===== config.mk =====
export PLATFORM = sky130hd
export DESIGN_NAME = uart_instruction_assembler_flat
export DESIGN_NICKNAME = d
export VERILOG_FILES = /design/src/rtl/uart_instruction_assembler_pkg.sv /design/src/rtl/uart_instruction_assembler_if.sv /design/src/rtl/uart_instruction_assembler_byte_timeout_counter.sv /design/src/rtl/uart_instruction_assembler.sv /design/src/flat_wrapper.sv
export SDC_FILE = /design/constraint.sdc
export NUM_CORES = 1
export LEC_CHECK = 0
export ABC_AREA = 1
export BUFFER_PORTS_ARGS = -buffer_cell sky130_fd_sc_hd__buf_2
export CAP_MARGIN = 25
export CORE_AREA = 2 2 93 95
export CTS_CLUSTER_DIAMETER = 40
export DETAILED_ROUTE_END_ITERATION = 16
export DIE_AREA = 0 0 95 97
export PLACE_DENSITY = 0.8
export SYNTH_ARGS = -nofsm -noshare
export SYNTH_HDL_FRONTEND = slang
export SYNTH_SLANG_ARGS = --single-unit

===== constraint.sdc =====
create_clock -name clk -period 5.4 [get_ports clk]
set_input_delay 0.81 -clock clk [delete_from_list [all_inputs] [get_ports clk]]
set_output_delay 0.81 -clock clk [all_outputs]
set_load 0.01 [all_outputs]

===== src/rtl/uart_instruction_assembler_pkg.sv =====
// Shared types and constants for the UART-to-instruction byte assembler.
package uart_instruction_assembler_pkg;

  localparam int INSTR_W         = 32;
  localparam int BYTE_W          = 8;
  localparam int BYTES_PER_INSTR = 4;
  localparam int IDX_W           = 2;
  localparam int COUNT_W         = 4;

  typedef enum logic [1:0] {
    ST_IDLE    = 2'd0,
    ST_COLLECT = 2'd1,
    ST_EMIT    = 2'd2,
    ST_FULL    = 2'd3
  } state_t;

  // Places byte number idx into its lane; big-endian mirrors the lane index.
  function automatic logic [INSTR_W-1:0] insert_byte(
    input logic [INSTR_W-1:0] word,
    input logic [IDX_W-1:0]   idx,
    input logic [BYTE_W-1:0]  data,
    input logic               little_endian
  );
    logic [INSTR_W-1:0] res;
    logic [IDX_W-1:0]   lane;
    logic [4:0]         base;
    res  = word;
    lane = little_endian ? idx : ~idx;
    base = {lane, 3'b000};
    res[base +: BYTE_W] = data;
    return res;
  endfunction

endpackage


===== src/rtl/uart_instruction_assembler_if.sv =====
// Byte-in / instruction-out bundle. rx_valid and data_received are one-cycle
// strobes with no back-pressure: a strobe means the data bus is valid in that cycle.
interface uart_instruction_assembler_if;
  import uart_instruction_assembler_pkg::*;

  logic [BYTE_W-1:0]  i_rx_byte;
  logic               i_rx_valid;
  logic               i_clear;
  logic [INSTR_W-1:0] o_instruction;
  logic               o_data_received;
  logic [COUNT_W-1:0] o_word_count;
  logic               o_busy;
  logic               o_timeout_err;
  logic               o_overflow_err;
  logic               o_debug_flag;
  state_t             dbg_state;

  modport master (
    output i_rx_byte, i_rx_valid, i_clear,
    input  o_instruction, o_data_received, o_word_count, o_busy,
           o_timeout_err, o_overflow_err, o_debug_flag, dbg_state
  );

  modport slave (
    input  i_rx_byte, i_rx_valid, i_clear,
    output o_instruction, o_data_received, o_word_count, o_busy,
           o_timeout_err, o_overflow_err, o_debug_flag, dbg_state
  );
endinterface


===== src/rtl/uart_instruction_assembler_byte_timeout_counter.sv =====
// Inter-byte idle counter: counts while enabled, pulses expired on its last
// count and wraps; restart or disable returns it to zero.
module uart_instruction_assembler_byte_timeout_counter #(
  parameter int CYCLES = 50000
) (
  input  logic clk,
  input  logic rst,
  input  logic restart,
  input  logic enable,
  output logic expired
);
  localparam int CW = (CYCLES > 2) ? $clog2(CYCLES) : 1;
  localparam logic [CW-1:0] LAST = CW'(CYCLES - 1);

  logic [CW-1:0] count_q;

  always_ff @(posedge clk or negedge rst) begin
    if (!rst) begin
      count_q <= '0;
    end else if (restart || !enable || (count_q == LAST)) begin
      count_q <= '0;
    end else begin
      count_q <= count_q + 1'b1;
    end
  end

  assign expired = enable && !restart && (count_q == LAST);
endmodule


===== src/rtl/uart_instruction_assembler.sv =====
// Packs UART RX bytes into 32-bit instruction words, strobing each finished
// word once, and stops accepting after MAX_WORDS until cleared.
module uart_instruction_assembler
  import uart_instruction_assembler_pkg::*;
#(
  parameter int TIMEOUT_CYCLES = 50000,
  parameter int MAX_WORDS      = 8,
  parameter int LITTLE_ENDIAN  = 1
) (
  input  logic                         clk,
  input  logic                         rst,
  uart_instruction_assembler_if.slave  bus
);
  localparam logic [COUNT_W-1:0] MAX_CNT = COUNT_W'(MAX_WORDS);
  localparam logic               LE      = (LITTLE_ENDIAN != 0);

  state_t             state_q, state_d;
  logic [INSTR_W-1:0] shift_q, instr_q;
  logic [IDX_W-1:0]   idx_q;
  logic [COUNT_W-1:0] count_q;
  logic               dr_q, terr_q, oerr_q;
  logic               accept_byte, complete, timeout_hit, expired;
  logic               busy, debug_flag;

  // EMIT already holds the incremented count, so a full count there blocks input.
  assign accept_byte = bus.i_rx_valid && !bus.i_clear &&
                       ((state_q == ST_IDLE) || (state_q == ST_COLLECT) ||
                        ((state_q == ST_EMIT) && (count_q != MAX_CNT)));
  assign complete    = accept_byte && (state_q == ST_COLLECT) && (idx_q == 2'd3);
  assign timeout_hit = expired && (state_q == ST_COLLECT) && !bus.i_clear;

  uart_instruction_assembler_byte_timeout_counter #(
    .CYCLES (TIMEOUT_CYCLES)
  ) u_timeout (
    .clk     (clk),
    .rst     (rst),
    .restart (accept_byte || bus.i_clear),
    .enable  (state_q == ST_COLLECT),
    .expired (expired)
  );

  always_ff @(posedge clk or negedge rst) begin
    if (!rst) state_q <= ST_IDLE;
    else      state_q <= state_d;
  end

  always_comb begin
    state_d = state_q;
    if (bus.i_clear) begin
      state_d = ST_IDLE;
    end else begin
      case (state_q)
        ST_IDLE:    if (bus.i_rx_valid) state_d = ST_COLLECT;
        ST_COLLECT: begin
          if (complete)         state_d = ST_EMIT;
          else if (timeout_hit) state_d = ST_IDLE;
        end
        ST_EMIT: begin
          if (count_q == MAX_CNT)    state_d = ST_FULL;
          else if (bus.i_rx_valid)   state_d = ST_COLLECT;
          else                       state_d = ST_IDLE;
        end
        ST_FULL:    state_d = ST_FULL;
        default:    state_d = ST_IDLE;
      endcase
    end
  end

  always_comb begin
    busy       = (state_q == ST_COLLECT);
    debug_flag = (state_q == ST_EMIT);
  end

  always_ff @(posedge clk or negedge rst) begin
    if (!rst) begin
      shift_q <= '0;
      instr_q <= '0;
      idx_q   <= '0;
      count_q <= '0;
      dr_q    <= 1'b0;
      terr_q  <= 1'b0;
      oerr_q  <= 1'b0;
    end else if (bus.i_clear) begin
      shift_q <= '0;
      idx_q   <= '0;
      count_q <= '0;
      dr_q    <= 1'b0;
      terr_q  <= 1'b0;
      oerr_q  <= 1'b0;
    end else begin
      dr_q <= complete;
      if (complete) begin
        instr_q <= insert_byte(shift_q, idx_q, bus.i_rx_byte, LE);
        shift_q <= '0;
        idx_q   <= '0;
        count_q <= count_q + 1'b1;
      end else if (accept_byte) begin
        // A byte outside COLLECT starts a fresh word, discarding stale lanes.
        shift_q <= insert_byte((state_q == ST_COLLECT) ? shift_q : '0,
                               idx_q, bus.i_rx_byte, LE);
        idx_q   <= idx_q + 1'b1;
      end else if (timeout_hit) begin
        shift_q <= '0;
        idx_q   <= '0;
        terr_q  <= 1'b1;
      end
      if ((state_q == ST_FULL) && bus.i_rx_valid) oerr_q <= 1'b1;
    end
  end

  assign bus.o_instruction   = instr_q;
  assign bus.o_data_received = dr_q;
  assign bus.o_word_count    = count_q;
  assign bus.o_busy          = busy;
  assign bus.o_timeout_err   = terr_q;
  assign bus.o_overflow_err  = oerr_q;
  assign bus.o_debug_flag    = debug_flag;
  assign bus.dbg_state       = state_q;
endmodule


===== src/flat_wrapper.sv =====
// flat-port wrapper written by rule: the top's interface ports become plain ports
module uart_instruction_assembler_flat import uart_instruction_assembler_pkg::*;
#(
  parameter int TIMEOUT_CYCLES = 50000,
  parameter int MAX_WORDS      = 8,
  parameter int LITTLE_ENDIAN  = 1
)
  (clk, rst, bus_i_rx_byte, bus_i_rx_valid, bus_i_clear, bus_o_instruction, bus_o_data_received, bus_o_word_count, bus_o_busy, bus_o_timeout_err, bus_o_overflow_err, bus_o_debug_flag, bus_dbg_state);
  uart_instruction_assembler_if bus_i ();
  input  logic clk;
  input  logic rst;
  input wire logic [$bits(bus_i.i_rx_byte)-1:0] bus_i_rx_byte;
  input wire logic [$bits(bus_i.i_rx_valid)-1:0] bus_i_rx_valid;
  input wire logic [$bits(bus_i.i_clear)-1:0] bus_i_clear;
  output wire logic [$bits(bus_i.o_instruction)-1:0] bus_o_instruction;
  output wire logic [$bits(bus_i.o_data_received)-1:0] bus_o_data_received;
  output wire logic [$bits(bus_i.o_word_count)-1:0] bus_o_word_count;
  output wire logic [$bits(bus_i.o_busy)-1:0] bus_o_busy;
  output wire logic [$bits(bus_i.o_timeout_err)-1:0] bus_o_timeout_err;
  output wire logic [$bits(bus_i.o_overflow_err)-1:0] bus_o_overflow_err;
  output wire logic [$bits(bus_i.o_debug_flag)-1:0] bus_o_debug_flag;
  output wire logic [$bits(bus_i.dbg_state)-1:0] bus_dbg_state;
  assign bus_i.i_rx_byte = bus_i_rx_byte;
  assign bus_i.i_rx_valid = bus_i_rx_valid;
  assign bus_i.i_clear = bus_i_clear;
  assign bus_o_instruction = bus_i.o_instruction;
  assign bus_o_data_received = bus_i.o_data_received;
  assign bus_o_word_count = bus_i.o_word_count;
  assign bus_o_busy = bus_i.o_busy;
  assign bus_o_timeout_err = bus_i.o_timeout_err;
  assign bus_o_overflow_err = bus_i.o_overflow_err;
  assign bus_o_debug_flag = bus_i.o_debug_flag;
  assign bus_dbg_state = bus_i.dbg_state;
  uart_instruction_assembler #(.TIMEOUT_CYCLES(TIMEOUT_CYCLES), .MAX_WORDS(MAX_WORDS), .LITTLE_ENDIAN(LITTLE_ENDIAN)) u_core (.clk(clk), .rst(rst), .bus(bus_i));
endmodule

**After elaboration in Yosys (flattened, before gate mapping)**

Index checks and enable logic that the tools add are counted.

- Output and inout port bits: 43
- Bits of input ports: 12
- Word-level logic and storage cells: 80
- Register bits after elaboration: 91
- Memories: 0
- Latch bits: 0
- Memory bits (writable): 0
- Bits in read-only memories: 0

- Bitwise operators: 1
- Shift operators: 2
- Divide/modulo/power cells: 0
- Multiply operators: 0
- $add $sub $neg: 4
- Reductions and logical operators: 26
- Mux-type cells: 27
- $lt $le $gt $ge: 0
- Eq/ne operators: 11

Operators with widths:

| kind | number |
|---|---|
| 2-to-1 mux 32 bit | 5 |
| bitwise mux 32 bit | 2 |
| variable shift 8 x 7 -> 32 bit, first input constant | 1 |
| variable part select 8 x 7 -> 32 bit | 1 |
| adder 16 x 1 -> 16 bit, second input constant | 1 |
| equality test 16 bit, second input constant | 1 |
| 2-to-1 mux 16 bit | 1 |
| 2-to-1 mux 2 bit | 8 |
| logical AND 1 bit | 10 |
| 2-to-1 mux 1 bit | 8 |
| 2-to-1 mux 4 bit | 2 |
| one-hot mux 2 bit (4 select lines) | 1 |
| negation 5 -> 7 bit | 1 |
| equality test 2 bit, second input constant | 3 |
| nonzero test 2 bit | 3 |
| logical OR 1 bit | 5 |
| adder 4 x 1 -> 4 bit, second input constant | 1 |
| equality test 4 bit, second input constant | 1 |
| inequality test 2 bit, second input constant | 2 |
| inequality test 4 x 2 -> 1 bit, second input constant | 1 |
| inequality test 4 bit, second input constant | 1 |
| AND reduction 2 bit | 2 |
| nonzero test 4 bit | 1 |
| zero test 1 bit | 3 |
| other kinds (6) | 6 |

**Logic depth before layout (Yosys ltp)**

Gate-level depths: netlist of run 1.

- Depth in word-level cells: 14
- Depth in mapped cells: 10
- Depth with buffers taken out: 10

**Cells and area by module**

Synthesis of run 1 repeated with hierarchy kept, for this count alone.

- Cells, all modules: 504
- Area, all modules: 4425.5 um^2

By module, submodules not included:

| module | instances | seq. area each (um^2) | cells each | area an instance (um^2) |
|---|---|---|---|---|
| uart_instruction_assembler | 1 | 1876.8 | 386 | 3528.4 |
| uart_instruction_assembler_byte_timeout_counter | 1 | 400.4 | 118 | 897.1 |

**Worst setup path after synthesis of run 1**

Ideal clock, no wire load.

- Path type: reg-to-reg
- Start point: register u_core.idx_q[0]
- End point: register u_core.instr_q[6], in the netlist u_core.bus.o_instruction[6]
- Slack: 3.575 ns
- Setup time: 0.077 ns
- Path buffers: 2
- Stages on the path, launching flop included: 8
- Data arrival time: 1.748 ns
- Period minus slack after synthesis: 1.825 ns
- Data required time: 5.323 ns
- Cell sequence: dfrtp_1 buf_2 inv_1 ha_1 nor2_1 buf_2 nand3_1 a21oi_1

- Cells in the longest elaborated chain, start to end: 3
- Elaborated cells between the ends (all ways): 7
- Classes of those cells: add/sub (1); eq/ne (1); shift (2); mux (1); reduce/logical (2)

Ends and longest elaborated chain:

| what | RTL line | source |
|---|---|---|
| start, declared | uart_instruction_assembler.sv:19 | `logic [IDX_W-1:0] idx_q;` |
| start signal, assigned | uart_instruction_assembler.sv:101 | `idx_q <= idx_q + 1'b1;` |
| negation 5 -> 7 bit or equality test 2 bit (tied branches) | uart_instruction_assembler_pkg.sv:30, uart_instruction_assembler.sv:29 |  |
| variable part select 8 x 7 -> 32 bit, or another cell as far along | uart_instruction_assembler_pkg.sv:30 | `res[base +: BYTE_W] = data;` |
| bitwise mux 32 bit or AND reduction 2 bit (tied branches) | - |  |
| end signal, assigned | uart_instruction_assembler.sv:93 | `instr_q <= insert_byte(shift_q, idx_q, bus.i_rx_byte, LE);` |
| end, declared | uart_instruction_assembler.sv:18 | `logic [INSTR_W-1:0] shift_q, instr_q;` |

Several ways; a longest one is shown, not always the timed one.
A chain may end at the register's enable or synchronous reset.

**Worst setup path after layout of run 1**

- Start point: register u_core.idx_q[0]
- End point: register u_core.instr_q[10], in the netlist u_core.bus.o_instruction[10]

Same word-level chain as after synthesis.

==> metrics.md, run 1 <==
| Metric | Value |
|---|---|
| Least-Margin Pin Slew | `0.6855 ns` |
| Max FO, Critical Path | `21` |
| Syn Inst Count | `492` |
| DRC violation total after the first TritonRoute iteration | `320` |
| IO Count | `55` |
| R2R cell count | `6` |
| Compound-cell area share of the yosys netlist | `8.191%` |
| Detail Placement HPWL | `6.185 mm` |
| Slew Limit Fails | `0` |
| Share of post-route cells with drive strength above 1 | `15.41%` |
| Global-route wire length before repair | `15.99 mm` |
| Core ar. | `8134 um^2` |
| Async set-or-reset flop fraction in the synthesized netlist | `100.0%` |
| Post-synthesis sequential area ratio | `51.70%` |
| Post-synth top area share | `51.70%` |
| Metal3 WL | `513 um` |
| Setup bufs post-CTS | `0` |
| Total Negative Setup Slacks | `0 ns` |
| PwrDens | `306.6 nW/um^2` |
| Largest cells by area after synthesis | `dfrtp_1 52%, nand2_1 11%, nor2_1 6.1%` |
| All-layer global routing usage | `21.54%` |
| Routed met2 length | `4.372 mm` |
| Simple-gate share of the synthesized area | `29.77%` |
| Row cnt | `33` |
| Worst Path Required | `5.68 ns` |
| Post-synthesis xor/xnor area fraction | `1.744%` |
| Drt first pass iters | `5` |
| Antenna Cells | `0` |
| Fin. Hold Viols | `0` |
| Post-DP Area | `4327 um^2` |
| Port Buf Inserts | `54` |
| H-tree Lvls | `3` |
| Post-synth top area cell | `dfrtp_1` |
| CTS tree | `yes` |
| Synth Flop Type | `dfrtp_1` |
| WL/cell | `14.25 um` |
| # DRC | `0` |
| Final setup skew | `0.01329 ns` |
| Most frequent cells in the layout | `120 x nand2_1, 83 x dfrtp_1, 65 x nor2_1` |
| Fin crit period | `2.550 ns` |
| Most common cell after layout, fill and taps aside | `nand2_1` |
| Root buffer cell | `clkbuf_8` |
| Reg2reg start | `u_core.idx_q[0]$_DFFE_PN0P_` |
| CP cell instances | `inv_1 -> ha_1 -> nand2_1 -> nor2_1 -> nand3_1 -> a21oi_1` |
| DIE HEIGHT | `97 um` |
| Final Setup Violations | `0` |
| Synth Area per Inst | `8.166 um^2` |
| Initial Util | `49.39%` |
| RSZ-0062 raised after global routing | `no` |
| Crit path largest cell delay | `0.76 ns` |
| Grt ovf | `0` |
| Via count | `3568` |
| Yosys cell types | `27` |
| CP endpoint kind | `flip-flop` |
| EDFF count, synth | `0` |
| Clk slew on worst S/H paths | `0.09 ns` |
| Post-Syn Area | `4018 um^2` |
| Syn Nets | `512` |
| Critical R2R Capture | `u_core.bus.o_instruction[10]$_DFFE_PN0P_` |
| Die X | `95 um` |
| Vias in the first global route | `3338` |
| Max Freq | `392.1 MHz` |
| # resized after CTS | `0` |
| Clock buffer count from CTS | `9` |
| Initial antenna violation count | `0` |
| Total die area | `9215 um^2` |
| CP max stage cell | `dfrtp_1` |
| Filler instances | `727` |
| WL met1 | `4.287 mm` |
| Largest family of logic cells by synthesized area | `simple AND/OR/NAND/NOR gates` |
| Vias per inst | `5.489` |
| Mux cell area share after synthesis | `0%` |
| Worst Path Arrival | `2.83 ns` |
| Max_slew headroom | `54.13%` |
| Crit path kind | `flip-flop to flip-flop` |
| Worst skew pair latency | `0.35 ns` |
| Leakage | `2.338 nW` |
| Hold buffer count at cts | `0` |
| GPL Wtd Cong | `0.8468` |
| Status | `finished clean` |
| Post-DRT Antenna Nets | `0` |
| VDD IR max | `0.1464 mV` |
| Worst-case clock buffer depth | `2` |
| Final WL | `9.263 mm` |
| Max-cap violations | `0` |
| Area Overhead vs Synth | `13.61%` |
| Final period utilization | `47.23%` |
| Final nets | `560` |
| Adder-cell share of the synthesized area | `2.491%` |
| Worst reg2reg setup slack | `2.85 ns` |
| Hold/Removal Path Class | `input pin to async pin` |
| Largest net degree at the start of global routing | `84` |
| Synth warn | `0` |
| Critical path launch point type | `flip-flop` |
| Max layer used | `met4` |
| Yosys reg bits | `83` |
| Clock sinks | `83` |
| Final Cell Area | `4564 um^2` |
final cells by class:
class	instances	area [um^2]	area share [%]
multi-input cells	350	1695	37.14
flip-flops and latches	83	2077	45.50
clock buffers	11	141.4	3.098
well taps	105	131.4	2.878
inverters	40	150.1	3.289
clock inverters	5	61.31	1.343
repair buffers	56	307.8	6.743
logic make-up after synthesis:
family / after synthesis
flops: 83
fa+ha+maj: 8
simple gates: 271
buf+inv: 59
compound gates: 63
xor+xnor: 8
state kept, by name (all words and copies together), names as in the netlist:
name                        flops
u_core.u_timeout.count_q       16
u_core.bus.dbg_state            2
u_core.idx_q                    2
u_core.bus.o_overflow_err       1
u_core.shift_q                 24
u_core.bus.o_instruction       32
u_core.bus.o_data_received      1
u_core.bus.o_timeout_err        1
u_core.bus.o_word_count         4
critical path, delay by kind of cell, from the launching register on:
family,cells,cell delay [ns]
simple gates,3,0.80
buf+inv,1,0.30
fa+ha+maj,1,0.43
flops,1,0.76
compound gates,1,0.19
routing by layer:
layer  global-route usage (%)  up-vias
li1                         -     1714
met1                    32.41     1722
met2                    31.59      122
met3                    3.193       10
met4                    7.804        0
met5                        0        -
Yosys cell counts (2+ instances only):
library cell  instances
a21oi_1              48
a22oi_1               3
buf_2                13
clkbuf_1              5
clkinv_1              4
dfrtp_1              83
ha_1                  8
inv_1                34
inv_2                 2
nand2_1             120
nand2_2               6
nand3_1              36
nand4_1              26
nor2_1               65
nor2_2                3
nor3_1                9
nor4_1                3
o21ai_0               9
xor2_1                7
where the power goes:
| part | total (mW) | switching, mW | internal [mW] |
|---|---|---|---|
| Clock | 0.456 | 0.228 | 0.228 |
| Sequential | 0.706 | 0.0339 | 0.672 |
| Combinational | 0.238 | 0.159 | 0.0792 |
| Total | 1.40 | 0.420 | 0.980 |
per-stage QoR:
step	util (%)	worst slack [ns]	std cells	hold slack [ns]	total power, mW
6_report	56.11	2.850	650	0.4257	1.400
2_1_floorplan	-	3.575	492	0.4329	0.8511
4_1_cts	55.68	2.769	648	0.4807	1.405
3_3_place_gp	53.19	2.870	632	0.4451	0.9445
5_1_grt	56.11	2.579	650	0.4474	1.475
3_5_place_dp	53.19	2.767	632	0.4593	0.9509
worst max-delay path by stage:
stage                                start  depth (start not counted)                                       end
2_1_floorplan  u_core.idx_q[0]$_DFFE_PN0P_                          7   u_core.bus.o_instruction[6]$_DFFE_PN0P_
3_3_place_gp                   bus_i_clear                          7    u_core.bus.o_word_count[0]$_DFFE_PN0P_
3_5_place_dp   u_core.idx_q[0]$_DFFE_PN0P_                          5   u_core.bus.o_instruction[7]$_DFFE_PN0P_
4_1_cts        u_core.idx_q[0]$_DFFE_PN0P_                          5   u_core.bus.o_instruction[7]$_DFFE_PN0P_
5_1_grt        u_core.idx_q[0]$_DFFE_PN0P_                          6  u_core.bus.o_instruction[12]$_DFFE_PN0P_
6_report       u_core.idx_q[0]$_DFFE_PN0P_                          6  u_core.bus.o_instruction[10]$_DFFE_PN0P_
(Power assumes the default switching activity.)
==> inputs of run 2 (changes only) <==
--- a/config.mk
+++ b/config.mk
@@ -5,7 +5,7 @@
 export SDC_FILE = /design/constraint.sdc
 export NUM_CORES = 1
 export LEC_CHECK = 0
-export ABC_AREA = 1
+export ABC_AREA = 0
 export BUFFER_PORTS_ARGS = -buffer_cell sky130_fd_sc_hd__buf_2
 export CAP_MARGIN = 25
 export CORE_AREA = 2 2 93 95
==> constraint.sdc (replaced) <==
create_clock -name clk -period 2.6 [get_ports clk]
set_input_delay 0.39 -clock clk [delete_from_list [all_inputs] [get_ports clk]]
set_output_delay 0.39 -clock clk [all_outputs]
set_load 0.01 [all_outputs]
==> run 2 against run 1 <==
Net effect:
- non-clock buffer count grew 2
- hold slack lost 0.39 ns
- critical path type unchanged
- clock skew grew 0.0016 ns
- final cell count shrank 16%
- critical path depth is the same
- via count shrank 16%
- synthesized area grew 0.50%
==> metrics.md, run 2 <==
| Metric | Value |
|---|---|
| Status | `finished clean (unchanged)` |
| Sw frac | `24.24% (was 30.01%)` |
| Clk slew on worst S/H paths | `0.09 ns (about the same)` |
| Clock buffer count from CTS | `9 (unchanged)` |
| Synth Flop Type | `dfrtp_1 (unchanged)` |
| Post-DRT Antenna Nets | `0 (unchanged)` |
| Largest cells by area after synthesis | `dfrtp_1 51%, a22o_1 5.2%, nand2_1 4.3% (was dfrtp_1 52%, nand2_1 11%, nor2_1 6.1%)` |
| Share of post-route cells with drive strength above 1 | `20.09% (was 15.41%)` |
| VDD IR max | `0.2848 mV (was 0.1464 mV)` |
| Row cnt | `33 (unchanged)` |
| Clock sinks | `83 (unchanged)` |
| Worst skew pair latency | `0.35 ns (about the same)` |
| IO Count | `55 (unchanged)` |
| Core ar. | `8134 um^2 (unchanged)` |
| Slew Limit Fails | `0 (unchanged)` |
| Clk pwr share | `39.8% (was 32.6%)` |
| Initial antenna violation count | `0 (unchanged)` |
| Vias in the first global route | `2954 (was 3338)` |
| Max-cap violations | `0 (unchanged)` |
| Drt first pass iters | `4 (was 5)` |
| Grt ovf | `0 (unchanged)` |
| Final Cell Area | `4544 um^2 (was 4564 um^2)` |
| Final nets | `453 (was 560)` |
| CP endpoint kind | `flip-flop (unchanged)` |
| # resized after CTS | `0 (unchanged)` |
| Async set-or-reset flop fraction in the synthesized netlist | `100.0% (unchanged)` |
| Post-Syn Area | `4038 um^2 (was 4018 um^2)` |
| Final setup skew | `0.01491 ns (was 0.01329 ns)` |
| Final Setup Violations | `0 (unchanged)` |
| Max FO, Critical Path | `9 (was 21)` |
| Final WL | `8.527 mm (was 9.263 mm)` |
| Global-route wire length before repair | `14.81 mm (was 15.99 mm)` |
| Antenna Cells | `0 (unchanged)` |
| All-layer global routing usage | `20.30% (was 21.54%)` |
| Crit path kind | `flip-flop to flip-flop (unchanged)` |
| EDFF count, synth | `0 (unchanged)` |
| Critical path launch point type | `flip-flop (unchanged)` |
| Seq pwr share | `52.2% (was 50.4%)` |
| Post-synth top area share | `51.44% (was 51.70%)` |
| # DRC | `0 (unchanged)` |
| Largest net degree at the start of global routing | `47 (was 84)` |
| Post-synthesis sequential area ratio | `51.44% (was 51.70%)` |
| Total die area | `9215 um^2 (unchanged)` |
| WL/cell | `15.70 um (was 14.25 um)` |
| Via count | `2984 (was 3568)` |
| Syn Inst Count | `394 (was 492)` |
| H-tree Lvls | `3 (unchanged)` |
| Most frequent cells in the layout | `83 x dfrtp_1, 53 x buf_2, 46 x nand2_1 (was 120 x nand2_1, 83 x dfrtp_1, 65 x nor2_1)` |
| Combinational share of power | `8.0% (was 17.0%)` |
| Detail Placement HPWL | `6.028 mm (was 6.185 mm)` |
| DRC violation total after the first TritonRoute iteration | `199 (was 320)` |
| Syn Nets | `414 (was 512)` |
| Most frequent cells after synthesis | `83 x dfrtp_1, 46 x nand2_1, 29 x a21oi_1 (was 120 x nand2_1, 83 x dfrtp_1, 65 x nor2_1)` |
| PwrDens | `556.6 nW/um^2 (was 306.6 nW/um^2)` |
| Max_slew headroom | `62.41% (was 54.13%)` |
| Setup bufs post-CTS | `0 (unchanged)` |
| Worst Path Arrival | `2.46 ns (was 2.83 ns)` |
| Top-count cell post-synth | `dfrtp_1 (was nand2_1)` |
| Fin. Hold Viols | `0 (unchanged)` |
| Yosys cell types | `47 (was 27)` |
| Vias per inst | `5.495 (was 5.489)` |
| Hold slack final | `0.03299 ns (was 0.4257 ns)` |
| DIE HEIGHT | `97 um (unchanged)` |
| Routing usage on met2 | `31.64% (was 31.59%)` |
| Leakage | `2.115 nW (was 2.338 nW)` |
| Synth warn | `0 (unchanged)` |
| Final setup margin | `0.4187 ns (was 2.850 ns)` |
| Hold buffer count at cts | `0 (unchanged)` |
| Post-DP Area | `4327 um^2 (unchanged)` |
| Max Freq | `458.5 MHz (was 392.1 MHz)` |
| Area Overhead vs Synth | `12.55% (was 13.61%)` |
| Initial Util | `49.64% (was 49.39%)` |
| Post-synth top area cell | `dfrtp_1 (unchanged)` |
| Die X | `95 um (unchanged)` |
| Worst-case clock buffer depth | `2 (unchanged)` |
| Net switching power | `0.6130 mW (was 0.4200 mW)` |
| Port Buf Inserts | `54 (unchanged)` |
| Met3 Use GR | `3.816% (was 3.193%)` |
| Worst Path Required | `2.88 ns (was 5.68 ns)` |
| Root buffer cell | `clkbuf_8 (unchanged)` |
| Total Negative Setup Slacks | `0 ns (unchanged)` |
| CTS tree | `yes (unchanged)` |
| Max reg flops | `32 (unchanged)` |
| Pint | `1.916 mW (was 0.9795 mW)` |
| Final period utilization | `83.89% (was 47.23%)` |
| Most common cell after layout, fill and taps aside | `dfrtp_1 (was nand2_1)` |
| Synth Area per Inst | `10.25 um^2 (was 8.166 um^2)` |
| Gr busiest metal | `met2 (was met1)` |
| Yosys reg bits | `83 (unchanged)` |
| GR Util met1 | `27.72% (was 32.41%)` |
| RSZ-0062 raised after global routing | `no (unchanged)` |
| GPL Wtd Cong | `0.8223 (was 0.8468)` |
| Place WS | `0.4664 ns (was 2.767 ns)` |
| Hold/Removal Path Class | `input pin to async pin (unchanged)` |
| Least-Margin Pin Slew | `0.5639 ns (was 0.6855 ns)` |
| Fin crit period | `2.181 ns (was 2.550 ns)` |
-- run 2: cell types whose count changed after synthesis, sizes merged, moves of 5 or more --
| cell | before | now |
|---|---|---|
| nand2 | 126 | 46 |
| nor2 | 70 | 24 |
| o21ai | 9 | 36 |
| inv | 36 | 10 |
| nand3 | 36 | 11 |
| a22o | 0 | 24 |
| nor2b | 0 | 21 |
| a21oi | 48 | 29 |
| nand4 | 26 | 13 |
| buf | 14 | 24 |
| nor3 | 9 | 2 |
| and2b | 0 | 5 |
| and4bb | 0 | 5 |
-- run 2: final cells by class --
| class | instances | area (um^2) |
|---|---|---|
| fillers | 740 | 3590 |
| flip-flops and latches | 83 | 2077 |
| multi-input cells | 271 | 1765 |
| repair buffers | 58 | 315.3 |
| well taps | 105 | 131.4 |
| clock buffers | 10 | 127.6 |
| clock inverters | 6 | 90.09 |
| inverters | 10 | 37.54 |
-- run 2: metrics by stage --
stage / instances / utilization [%] / power, mW
finish: 543 / 55.87 / 2.529
global route: 543 / 55.87 / 2.643
CTS: 543 / 55.87 / 2.553
detailed placement: 527 / 53.19 / 1.547
global placement: 527 / 53.19 / 1.540
floorplan: 394 / - / 1.476
-- run 2: cell families (layout without fill, tap and decap cells) --
kind of cell,count (synthesis),in the layout,synth area share [%]
compound gates,98,98,16.61
xor+xnor,15,15,3.254
simple gates,149,149,21.13
flops,83,83,51.44
fa+ha+maj,8,8,2.479
buf+inv,40,84,4.834
mux,1,1,0.2479
-- run 2: final timing paths --
kind,end,startpoint,cells past startpoint,slack (ns)
setup / recovery,u_core.shift_q[1]$_DFFE_PN0P_,u_core.idx_q[0]$_DFFE_PN0P_,6,0.42
hold / removal,u_core.bus.o_instruction[19]$_DFFE_PN0P_,rst,1,0.03
hold reg to reg,u_core.bus.o_instruction[6]$_DFFE_PN0P_,u_core.bus.o_instruction[6]$_DFFE_PN0P_,2,0.48
setup reg to reg,u_core.shift_q[1]$_DFFE_PN0P_,u_core.idx_q[0]$_DFFE_PN0P_,6,0.42
min in group clk,u_core.bus.o_instruction[29]$_DFFE_PN0P_,bus_i_rx_byte[5],3,0.36
max in group asynchronous,u_core.bus.o_data_received$_DFF_PN0_,rst,2,1.96
-- run 2: worst max-delay path, stage by stage, from the launching register on --
cell      delay, ns
dfrtp_1        0.44
inv_1          0.14
ha_1           0.39
and4bb_2       0.45
inv_1          0.06
nor2_1         0.43
a22o_1         0.22
-- run 2: power by group through the flow --
stage / sequential (mW) / combinational [mW] / clock [mW]
after floorplan: 1.34 / 0.134 / 0
after global placement: 1.34 / 0.196 / 0
after detailed placement: 1.35 / 0.202 / 0
after CTS: 1.32 / 0.203 / 1.03
after global routing: 1.32 / 0.225 / 1.10
final: 1.32 / 0.202 / 1.01
-- run 2: routing by layer --
metal,up-vias,wire length (um),part of all wire [%]
met3,13,380,4.5
met1,1446,3918,46
li1,1448,-,-
met4,0,136,1.6
met5,-,0,0
met2,77,4092,48
==> inputs of run 3 (changes only) <==
--- a/config.mk
+++ b/config.mk
@@ -12,7 +12,7 @@
 export CTS_CLUSTER_DIAMETER = 40
 export DETAILED_ROUTE_END_ITERATION = 16
 export DIE_AREA = 0 0 95 97
-export PLACE_DENSITY = 0.8
+export PLACE_DENSITY = 0.83
 export SYNTH_ARGS = -nofsm -noshare
 export SYNTH_HDL_FRONTEND = slang
 export SYNTH_SLANG_ARGS = --single-unit
==> constraint.sdc (replaced) <==
create_clock -name clk -period 1.9 [get_ports clk]
set_input_delay 0.285 -clock clk [delete_from_list [all_inputs] [get_ports clk]]
set_output_delay 0.285 -clock clk [all_outputs]
set_load 0.01 [all_outputs]
==> run 3 against run 2 <==
Net effect:
- hold slack gained 0.21 ns
- first-iteration DRC count fell by 3.5%
- critical path depth unchanged
- sequential power grew 36%
- sequential share of layout area is 1.1 points lower
==> metrics.md, run 3 (synthesized netlist as in run 2, its figures left out) <==
| Metric | Value |
|---|---|
| Largest net degree at the start of global routing | `41 (was 47)` |
| Share of post-route cells with drive strength above 1 | `23.35% (was 20.09%)` |
| Net switching power | `0.8679 mW (was 0.6130 mW)` |
| Final WL | `8.733 mm (was 8.527 mm)` |
| Final setup skew | `0.01363 ns (was 0.01491 ns)` |
| Total chip power | `3.393 mW (was 2.529 mW)` |
| CP cell instances | `ha_1 -> nand4b_1 -> nand4_1 -> nor2_1 -> buf_4 -> a22o_1 (was inv_1 -> ha_1 -> and4bb_2 -> inv_1 -> nor2_1 -> a22o_1)` |
| Slew Limit Fails | `0 (unchanged)` |
| Max Freq | `564.5 MHz (was 458.5 MHz)` |
| Reg2reg start | `u_core.idx_q[0]$_DFFE_PN0P_ (unchanged)` |
| Fin. Hold Viols | `0 (unchanged)` |
| Least-Margin Pin Slew | `0.4303 ns (was 0.5639 ns)` |
| Via count | `3112 (was 2984)` |
| Clk slew on worst S/H paths | `0.08 ns (was 0.09 ns)` |
| GPL Wtd Cong | `0.9118 (was 0.8223)` |
| RSZ-0062 raised after global routing | `no (unchanged)` |
| Critical R2R Capture | `u_core.shift_q[2]$_DFFE_PN0P_ (was u_core.shift_q[1]$_DFFE_PN0P_)` |
| Final period utilization | `93.23% (was 83.89%)` |
| Max FO, Critical Path | `9 (unchanged)` |
| Global-route wire length before repair | `14.57 mm (was 14.81 mm)` |
| Final Setup Violations | `0 (unchanged)` |
| IO Count | `55 (unchanged)` |
| Cells after DPL | `539 (was 527)` |
| # DRC | `0 (unchanged)` |
| Grt ovf | `0 (unchanged)` |
| Die X | `95 um (unchanged)` |
| VDD IR max | `0.3578 mV (was 0.2848 mV)` |
| H-tree Lvls | `3 (unchanged)` |
| Row cnt | `33 (unchanged)` |
| Post-DP Area | `4417 um^2 (was 4327 um^2)` |
| Total die area | `9215 um^2 (unchanged)` |
| CP max stage cell | `dfrtp_1 (was and4bb_2)` |
| Crit path largest cell delay | `0.40 ns (was 0.45 ns)` |
| Initial Util | `49.64% (unchanged)` |
| Worst skew pair latency | `0.36 ns (was 0.35 ns)` |
| Clk pwr share | `37.3% (was 39.8%)` |
| Worst reg2reg setup slack | `0.13 ns (was 0.42 ns)` |
| Port Buf Inserts | `54 (unchanged)` |
| Fin crit period | `1.771 ns (was 2.181 ns)` |
| Most common cell after layout, fill and taps aside | `dfrtp_1 (unchanged)` |
| DRC violation total after the first TritonRoute iteration | `192 (was 199)` |
| Total Negative Setup Slacks | `0 ns (unchanged)` |
| Drt first pass iters | `5 (was 4)` |
| Vias per inst | `5.567 (was 5.495)` |
| Leakage | `2.184 nW (was 2.115 nW)` |
| Crit path kind | `flip-flop to flip-flop (unchanged)` |
| Final Cell Area | `4657 um^2 (was 4544 um^2)` |
| Combinational share of power | `9.5% (was 8.0%)` |
| Clock buffer count from CTS | `9 (unchanged)` |
| Initial antenna violation count | `0 (unchanged)` |
| PwrDens | `728.5 nW/um^2 (was 556.6 nW/um^2)` |
| Antenna Cells | `0 (unchanged)` |
| DIE HEIGHT | `97 um (unchanged)` |
| Clock sinks | `83 (unchanged)` |
| Vias in the first global route | `2886 (was 2954)` |
| Worst Path Required | `2.15 ns (was 2.88 ns)` |
| Area Overhead vs Synth | `15.34% (was 12.55%)` |
| Crit path to | `u_core.shift_q[2]$_DFFE_PN0P_ (was u_core.shift_q[1]$_DFFE_PN0P_)` |
| Status | `finished clean (unchanged)` |
| Final nets | `469 (was 453)` |
| Post-DRT Antenna Nets | `0 (unchanged)` |
| Core ar. | `8134 um^2 (unchanged)` |
| Worst Path Arrival | `2.02 ns (was 2.46 ns)` |
| Detail Placement HPWL | `6.201 mm (was 6.028 mm)` |
| All-layer global routing usage | `20.32% (was 20.30%)` |
| Max reg flops | `32 (unchanged)` |
| Final Non-Filler Cells | `559 (was 543)` |
| R2R cell count | `6 (unchanged)` |
| Filler instances | `664 (was 740)` |
| Hold/Removal Path Class | `input pin to flip-flop (was input pin to async pin)` |
| Worst Setup SP | `u_core.idx_q[0]$_DFFE_PN0P_ (unchanged)` |
| Pint | `2.525 mW (was 1.916 mW)` |
| Root buffer cell | `clkbuf_8 (unchanged)` |
| WL/cell | `15.62 um (was 15.70 um)` |
| Max_slew headroom | `71.25% (was 62.41%)` |
| Sw frac | `25.58% (was 24.24%)` |
| Seq pwr share | `53.1% (was 52.2%)` |
| Critical path launch point type | `flip-flop (unchanged)` |
| CTS tree | `yes (unchanged)` |
| Most frequent cells in the layout | `83 x dfrtp_1, 53 x buf_2, 46 x nand2_1 (unchanged)` |
| Max-cap violations | `0 (unchanged)` |
| Worst-case clock buffer depth | `2 (unchanged)` |
| CP endpoint kind | `flip-flop (unchanged)` |
-- run 3: repair_timing --
item | CTS | global route
hold endpoints to repair | 24 | 0
hold buffers | 1 | 0
resized for setup | 2 | 2
buffers inserted | 1 | 2
pin swaps | 0 | 3
setup endpoints to repair | 16 | 24
-- run 3: metal layers --
metal	wire length, um	track usage [%]	vias up
met5	0	0	-
met4	76	4.682	0
met3	468	6.075	8
met2	4208	31.31	86
met1	3980	28.33	1529
li1	-	-	1489
-- run 3: power groups by stage --
| stage | sequential (mW) | clock [mW] | combinational (mW) |
|---|---|---|---|
| after global placement | 1.84 | 0 | 0.291 |
| after CTS | 1.80 | 1.30 | 0.313 |
| final | 1.80 | 1.27 | 0.324 |
| after global routing | 1.81 | 1.38 | 0.355 |
| after floorplan | 1.84 | 0 | 0.183 |
| after detailed placement | 1.84 | 0 | 0.301 |
-- run 3: final cells by class --
type / instances / area (um^2) / share of cell area [%]
clock buffer: 9 / 123.9 / 2.660
clock inverter: 7 / 75.07 / 1.612
inverter: 10 / 37.54 / 0.8060
multi-input combinational: 271 / 1774 / 38.10
sequential: 83 / 2077 / 44.60
tap: 105 / 131.4 / 2.821
timing repair buffer: 74 / 437.9 / 9.404
-- run 3: how the worst min path moves through the flow --
stage / from / end / slack (ns) / depth (start not counted)
floorplan: rst / u_core.bus.dbg_state[0]$_DFFE_PN0P_ / -0.01 / 0
global placement: rst / u_core.bus.o_instruction[20]$_DFFE_PN0P_ / 0.21 / 1
detailed placement: rst / u_core.bus.o_instruction[19]$_DFFE_PN0P_ / 0.21 / 1
CTS: bus_i_rx_byte[4] / u_core.bus.o_instruction[28]$_DFFE_PN0P_ / 0.23 / 3
global route: bus_i_rx_byte[3] / u_core.bus.o_instruction[27]$_DFFE_PN0P_ / 0.25 / 3
finish: bus_i_rx_byte[4] / u_core.bus.o_instruction[28]$_DFFE_PN0P_ / 0.24 / 3
-- run 3: metrics by stage --
step	setup WS [ns]	util (%)	hold slack, ns
2_1_floorplan	0.06331	-	-0.01059
3_3_place_gp	0.08736	54.30	0.2053
3_5_place_dp	-0.004750	54.30	0.2149
4_1_cts	0.02731	57.04	0.2279
5_1_grt	0.01479	57.25	0.2468
6_report	0.1286	57.25	0.2394
-- run 3: critical path: cells and delay by family, from the launching register on --
family,cells,cell delay [ns]
and+or+nand+nor,3,0.53
DFF,1,0.40
adders and majority gates,1,0.38
AOI/OAI and AO/OA,1,0.19
buffers and inverters,1,0.16
